--- src/rtl/adder_sum_stage.sv ---
// Final prefix-adder stage: forms sum and flags from group G/P, then buffers
// results in a 2-entry queue so the consumer's ready never reaches back upstream.
`ifndef LEN_DATA
`define LEN_DATA 32
`endif

module adder_sum_carry (
  input  logic g,
  input  logic p,
  input  logic cin,
  output logic c
);
  assign c = g | (p & cin);
endmodule

module adder_sum_stage #(
  parameter int W = `LEN_DATA + 1
) (
  input  logic         clk,
  input  logic         rst_n,
  input  logic         in_valid,
  output logic         in_ready,
  input  logic [W-1:0] generate_in,
  input  logic [W-1:0] propogate_in,
  input  logic [W-1:0] half_sum_in,
  input  logic         carry_in,
  output logic         out_valid,
  input  logic         out_ready,
  output logic [W-1:0] sum_out,
  output logic [3:0]   flags_out
);
  typedef enum logic [1:0] {EMPTY = 2'd0, ONE = 2'd1, FULL = 2'd2} state_t;
  typedef struct packed {
    logic [3:0]   flags;
    logic [W-1:0] sum;
  } entry_t;

  logic [W:0]   c;
  logic [W-1:0] sum;
  entry_t       new_entry;

  // Group G/P already span [i:0], so every carry is one level from carry_in.
  assign c[0] = carry_in;
  for (genvar i = 0; i < W; i++) begin : g_carry
    adder_sum_carry u_carry (
      .g   (generate_in[i]),
      .p   (propogate_in[i]),
      .cin (carry_in),
      .c   (c[i+1])
    );
  end

  assign sum             = half_sum_in ^ c[W-1:0];
  assign new_entry.sum   = sum;
  assign new_entry.flags = {sum[W-1], ~|sum, c[W] ^ c[W-1], c[W]};

  state_t state_q, state_d;
  entry_t head_q, head_d, tail_q, tail_d;
  logic   in_ready_q;
  logic   push, pop;

  assign in_ready  = in_ready_q;
  assign out_valid = (state_q != EMPTY);
  assign sum_out   = head_q.sum;
  assign flags_out = head_q.flags;
  assign push      = in_valid & in_ready_q;
  assign pop       = out_valid & out_ready;

  always_comb begin
    state_d = state_q;
    head_d  = head_q;
    tail_d  = tail_q;
    case (state_q)
      EMPTY: if (push) begin
        state_d = ONE;
        head_d  = new_entry;
      end
      ONE: case ({push, pop})
        2'b10: begin state_d = FULL; tail_d = new_entry; end
        2'b01: state_d = EMPTY;
        2'b11: head_d = new_entry;
        default: ;
      endcase
      FULL: if (pop) begin
        state_d = ONE;
        head_d  = tail_q;
      end
      default: state_d = EMPTY;
    endcase
  end

  // in_ready is flopped from the next count so out_ready has no path to it.
  always_ff @(posedge clk or negedge rst_n) begin
    if (!rst_n) begin
      state_q    <= EMPTY;
      head_q     <= '0;
      tail_q     <= '0;
      in_ready_q <= 1'b1;
    end else begin
      state_q    <= state_d;
      head_q     <= head_d;
      tail_q     <= tail_d;
      in_ready_q <= (state_d != FULL);
    end
  end
endmodule

--- config.mk ---
export PLATFORM = sky130hd
export DESIGN_NAME = adder_sum_stage
export DESIGN_NICKNAME = d
export VERILOG_FILES = /design/src/rtl/adder_sum_stage.sv
export SDC_FILE = /design/constraint.sdc
export NUM_CORES = 1
export LEC_CHECK = 0
export BUFFER_PORTS_ARGS = -buffer_cell sky130_fd_sc_hd__buf_2
export CORE_ASPECT_RATIO = 0.75
export CORE_MARGIN = 2
export CORE_UTILIZATION = 40
export CTS_CLUSTER_DIAMETER = 80
export DETAILED_ROUTE_END_ITERATION = 10
export PLACE_DENSITY = 0.75
export SETUP_SLACK_MARGIN = 0.02
export SLEW_MARGIN = 20
export SYNTH_ARGS = -nofsm -noshare
export SYNTH_HDL_FRONTEND = slang
export SYNTH_HIERARCHICAL = 1
export SYNTH_SLANG_ARGS = --single-unit
--- constraint.sdc ---
create_clock -name clk -period 2.6 [get_ports clk]
set_input_delay 0.13 -clock clk [delete_from_list [all_inputs] [get_ports clk]]
set_output_delay 0.13 -clock clk [all_outputs]
set_load 0.01 [all_outputs]
* Word level (Yosys, flattened, before mapping)
Cells that the tools add are included.
** Storage, ports and cells
- Register bits after elaboration :: 77
- Input port bits :: 104
- Output and inout port bits :: 39
- Logic and storage cells :: 100
** Operators by class
- Equality and inequality tests :: 9
- Muxes and demuxes :: 8
- Bitwise gates (word level) :: 70
- Reduce and logical (&&, ||, !) cells :: 7
** Operators by type and width (number)
- 37-bit 2-to-1 mux :: 3
- 37-bit one-hot mux with 3 select lines :: 1
- 1-bit bitwise AND :: 35
- 1-bit OR :: 33
- 33-bit OR reduction :: 1
- 33-bit XOR :: 1
- 2-bit == test, second input constant :: 3
- 2-bit != test, second input constant :: 3
- 2-bit one-hot mux with 3 select lines :: 1
- 2-bit by 1-bit == test with 1-bit output, second input constant :: 2
- 2-bit 2-to-1 mux :: 2
- 2-bit one-hot mux with 2 select lines :: 1
- 4-bit AND reduction :: 1
- 3-bit nonzero test :: 1
- 2-bit zero test :: 1
- 2-bit by 1-bit != test with 1-bit output, second input constant :: 1
- 2-bit AND reduction :: 1
- 2-bit nonzero test :: 1
- 1-bit zero test :: 1
- 1-bit XOR :: 1

* Logic depth before layout (Yosys ltp)
- Word-level depth :: 7
- Gate-level depth with buffers :: 9
- Depth with buffers taken out :: 7

* By module
Netlist, hierarchy kept.
** By module, submodules not included
- adder_sum_stage :: instances 1, cells each 375, area each 3463.3 um^2, sequential area each 1878.1 um^2
- adder_sum_carry :: instances 33, cells each 1, area each 7.5 um^2, sequential area each 0.0 um^2

* Least setup slack after synthesis
OpenSTA, ideal clock, no wires.
- Path type :: flip-flop to flip-flop
- Start point :: register state_q[1]
- End point :: register head_q (netlist bit flags_out[0])
- Library setup time :: 0.126 ns
- Arrival time :: 1.554 ns
- Required time :: 2.474 ns
- Slack :: 0.921 ns
- Stages on the path, launching flop included :: 10
- Path through :: dfrtp_1 -> or2_2 -> nand2_1 -> inv_1 -> ha_1 -> a21o_1 -> buf_4 -> buf_4 -> nor2_1 -> a21oi_1
** Between the ends
- Cells in the longest elaborated chain, start to end :: 5
- Elaborated cells on any way between the ends :: 12
** Ends and longest elaborated chain
- start: declaration :: line 57 : state_t state_q, state_d;
- start signal: assignment :: line 100 : state_q <= state_d;
- 2-bit nonzero test * :: line 63 : assign out_valid = (state_q != EMPTY);
- named net out_valid :: line 27 : output logic out_valid,
- 1-bit bitwise AND * :: line 67 : assign pop = out_valid & out_ready;
- 2-bit == test :: line 78 : ONE: case ({push, pop})
- 2-bit by 1-bit != test with 1-bit output (no line)
- 4-bit AND reduction (no line) *
- end signal: assignment :: line 96 : head_q <= '0;
- end signal: assignment :: line 101 : head_q <= head_d;
- end: declaration :: line 58 : entry_t head_q, head_d, tail_q, tail_d;
The timed path passes the listed nets; every way through them passes the cells marked *.
A chain may end at the register's enable or synchronous reset.

* Worst setup path after layout
- Start point :: register state_q[1]
- End point :: register tail_q[3] (netlist bit)
** Between the ends
- Cells in the longest elaborated chain, start to end :: 4
- Elaborated cells on any way between the ends :: 5
** Ends and longest elaborated chain
- 2-bit nonzero test :: line 63
- 1-bit bitwise AND :: line 67
- 2-bit == test :: line 78
- 2-bit AND reduction (no line) *
- end signal: assignment :: line 102 : tail_q <= tail_d;
- end: declaration :: line 58
Mark *: on every way between the ends. The rest lies on a longest branch, timed or not.

==> flow_metrics.py <==
metrics = {
    "status": {
        "outcome": "complete, no violations",
    },
    "layout": {
        "finalNetCount": 649,
        "final_layout_size_suffix_gt1_share_pct": 31.4,
        "final_design_area_no_fill_um2": 4830,
        "final_cell_mix": "sky130_fd_sc_hd__buf_2 (141), sky130_fd_sc_hd__dfrtp_1 (74), sky130_fd_sc_hd__nand2_1 (72)",
        "flow.area_growth_from_synthesis_pct": 30.2,
        "final_common_cell": "sky130_fd_sc_hd__buf_2",
        "num_antenna_cells": 0,
    },
    "place": {
        "finalWeightedCongestion": 0.851,
        "postPlaceCellArea_um2": 4510,
        "io_buffers": 142,
        "hpwlAfterDp_um": 7190,
    },
    "timing": {
        "setup_violations": 0,
        "period_needed_ps": 2070,
        "setup_repair_after_global_routing_missed_its_margin": "false",
        "setup-tns-final_ps": 0,
        "final_min_period_over_clock_period_pct": 79.6,
        "setup_skew_ps": 6.65,
        "clock.fmax_mhz": 483,
        "slew_at_the_pin_closest_to_its_max_slew_limit_ps": 942,
        "timing_hold_violations_final": 0,
        "drv_slew": 0,
        "timing.max_slew.rel_slack_pct": 37.2,
    },
    "routing": {
        "post_drt_via_cell_ratio": 4.94,
        "antenna_left": 0,
        "via_count": 3338,
        "routedWlPerCell_um": 14.4,
        "postRouteWirelength_um": 9720,
        "drc": 0,
        "drtPass1Iterations": 5,
        "dr.first_iter.drc_count": 214,
    },
    "cts": {
        "clock_insertion_delay_worst_skew_ps": 330,
        "cts_repair_resize_count": 0,
        "cts_root_buf": "sky130_fd_sc_hd__clkbuf_16",
        "cts-root-to-sink-buffers": 2,
        "cts_inserted_buffers": 9,
        "cts_sinks": 75,
        "tritoncts": "built",
        "worst_setup_hold_path_clk_slew_ps": 60,
        "cts_htree_levels": 3,
    },
    "power": {
        "cell_internal_power_mw": 3.30,
        "net_switching_power_mw": 1.92,
        "clockPowerShare_pct": 24.7,
        "ir_worst_vdd_v": 0.000515,
        "power.share.switching_pct": 36.8,
        "static-leakage-power_nw": 2.43,
        "pwr-share-comb_pct": 36.7,
        "sequentialPowerShare_pct": 38.6,
        "power_per_cell_area_nw_per_um2": 1080,
        "finalPower_mw": 5.22,
    },
    "synth": {
        "ys.flop_type": "sky130_fd_sc_hd__dfrtp_1",
        "synth.avg_cell_area_um2": 9.10,
        "synth_adder_area_share_pct": 0.674,
        "synthMuxAreaShare_pct": 0.843,
        "synth_sequential_area_ratio_pct": 50.6,
        "synth_async_sr_flop_share_pct": 100,
        "synth.yosys.warnings": 6,
        "synthCells": 408,
        "post_synth_instance_area_um2": 3710,
        "ys_ff_latch": 75,
        "netlist-cell-type-count": 27,
        "combinational_family_with_the_most_area_after_synthesis": "compound AO/OA/AOI/OAI gates",
        "post_synth_xor_area_fraction_pct": 8.83,
        "synthDominantCellAreaShare_pct": 49.9,
        "synth_simple_gate_area_share_pct": 13.8,
        "synth_top_area_cell": "sky130_fd_sc_hd__dfrtp_1",
        "edff_count_synth": 0,
        "yosys-top-cells-area": "sky130_fd_sc_hd__dfrtp_1 (50%), sky130_fd_sc_hd__o21ai_0 (8.4%), sky130_fd_sc_hd__nand2_1 (7.4%)",
        "synth_compound_gate_area_share_pct": 21.7,
        "synth_nets": 514,
    },
    "setup_path": {
        "r2r-start": "state_q[1]$_DFF_PN0_",
        "cpMaxStageDelayCell": "sky130_fd_sc_hd__dfrtp_1",
        "reg2reg_to": "tail_q[3]$_DFFE_PN0P_",
        "critical_path.n_buffers_inverters": 1,
        "cp_max_fo": 40,
        "critical_path.max_stage_delay_ps": 430,
        "crit_top_cell": "sky130_fd_sc_hd__nand2_1",
        "wp_data_required_ps": 2800,
        "start_kind": "flip-flop",
        "path_cells": "or2_2 -> nand2_1 -> ha_1 -> nand2_2 -> buf_4 -> nand2_1 -> o21ai_0",
        "timing.reg2reg.setup_slack_ps": 530,
        "critical_path.endpoint_type": "flip-flop",
        "worstRegToRegCells": 7,
        "timing.setup.critical_path_class": "flip-flop to flip-flop",
        "worst_path_dominant_cell_family": "simple AND/OR/NAND/NOR gates",
        "critPathArrivalTime_ps": 2260,
    },
    "hold_path": {
        "holdCritPathClass": "input port to flip-flop",
        "hold_path_end": "in_ready$_DFF_PN1_",
        "worst_hold_path.num_cells": 2,
        "worstHoldStart": "out_ready",
    },
    "floorplanning": {
        "floorplan.initialDensity_pct": 41.0,
        "core.rowCount": 30,
        "die_w_um": 115,
        "io-pin-count": 143,
        "fp.dieArea_um2": 10100,
        "die_height_um": 87.4,
        "core_area_um2": 9050,
    },
    "global_routing": {
        "grt_start_max_net_pins": 76,
        "initial_antenna_violation_count": 0,
        "grt_pass1_wl_um": 15200,
        "globalRouteOverflowTotal": 0,
        "grt_pass1_vias": 3101,
        "gr-usage-all-layers_pct": 19.7,
    },
    "flow_run": {
        "cap_violations": 0,
    },
}
-- worst max-delay path by stage --
stage / from / endpoint / slack, ps / cells past startpoint
final: state_q[1]$_DFF_PN0_ / tail_q[3]$_DFFE_PN0P_ / 530 / 7
after global placement: carry_in / tail_q[35]$_DFFE_PN0P_ / 570 / 7
after floorplan: state_q[1]$_DFF_PN0_ / flags_out[0]$_DFFE_PN0P_ / 920 / 9
after detailed placement: carry_in / flags_out[2]$_DFFE_PN0P_ / 510 / 7
after CTS: state_q[1]$_DFF_PN0_ / tail_q[3]$_DFFE_PN0P_ / 540 / 7
after global routing: state_q[1]$_DFF_PN0_ / tail_q[6]$_DFFE_PN0P_ / 350 / 7
-- cell families (layout without fill, tap and decap cells) --
family / Yosys count / count (layout)
DFF: 75 / 75
AOI/OAI and AO/OA: 142 / 142
muxes: 3 / 3
and+or+nand+nor: 125 / 125
xor gates and xnor gates: 34 / 34
adders and majority gates: 2 / 2
buffers and inverters: 27 / 167
-- state kept, by name (all words and copies together) (netlist names) --
name / flops
tail_q: 36
sum_out: 32
flags_out: 4
state_q: 2
in_ready: 1
-- per-layer routing --
| layer | share of wire (%) | global-route usage (%) |
|---|---|---|
| met3 | 5.1 | 6.19 |
| met2 | 48 | 30.7 |
| met1 | 46 | 26.6 |
| met5 | 0 | 0 |
| met4 | 1.3 | 5.48 |
-- stage by stage --
| stage | setup slack [ps] | std cells | utilization (%) | hold slack (ps) |
|---|---|---|---|---|
| global placement | 567 | 659 | 49.8 | 323 |
| global route | 348 | 676 | 53.4 | 117 |
| CTS | 539 | 676 | 53.4 | 105 |
| detailed placement | 511 | 659 | 49.8 | 332 |
| finish | 531 | 676 | 53.4 | 116 |
| floorplan | 921 | 408 | - | -166 |
-- area by class of cell --
cell class,instances,area (µm²)
fillers,847,4210
multi-input cells,306,1710
repair buffers,148,761
well taps,128,160
flip-flops and latches,75,1880
clock buffers,13,270
clock inverters,3,43.8
inverters,3,11.3
-- power groups by stage --
stage	registers [mW]	clock network, mW	logic, mW
after floorplan	2.10	0	1.17
after global placement	2.01	0	1.85
after detailed placement	2.02	0	1.93
after CTS	2.01	1.31	1.94
after global routing	2.08	1.36	2.20
final	2.02	1.29	1.92
-- cell usage after synthesis (all sizes together), types with 2 or more instances --
master / count
nor2: 37
nand2: 73
dfrtp: 74
a21oi: 36
mux2i: 2
inv: 3
xnor2: 34
buf: 10
ha: 2
clkbuf: 14
o31ai: 2
nand4: 8
a21o: 35
o21ai: 68
-- timing repair --
| action | 4_1_cts | 5_1_grt |
|---|---|---|
| endpoints found under the hold margin | 74 | 0 |
| hold buffers | 1 | 0 |
| setup buffers | 0 | 0 |
Power figures use the tool's default switching activity.
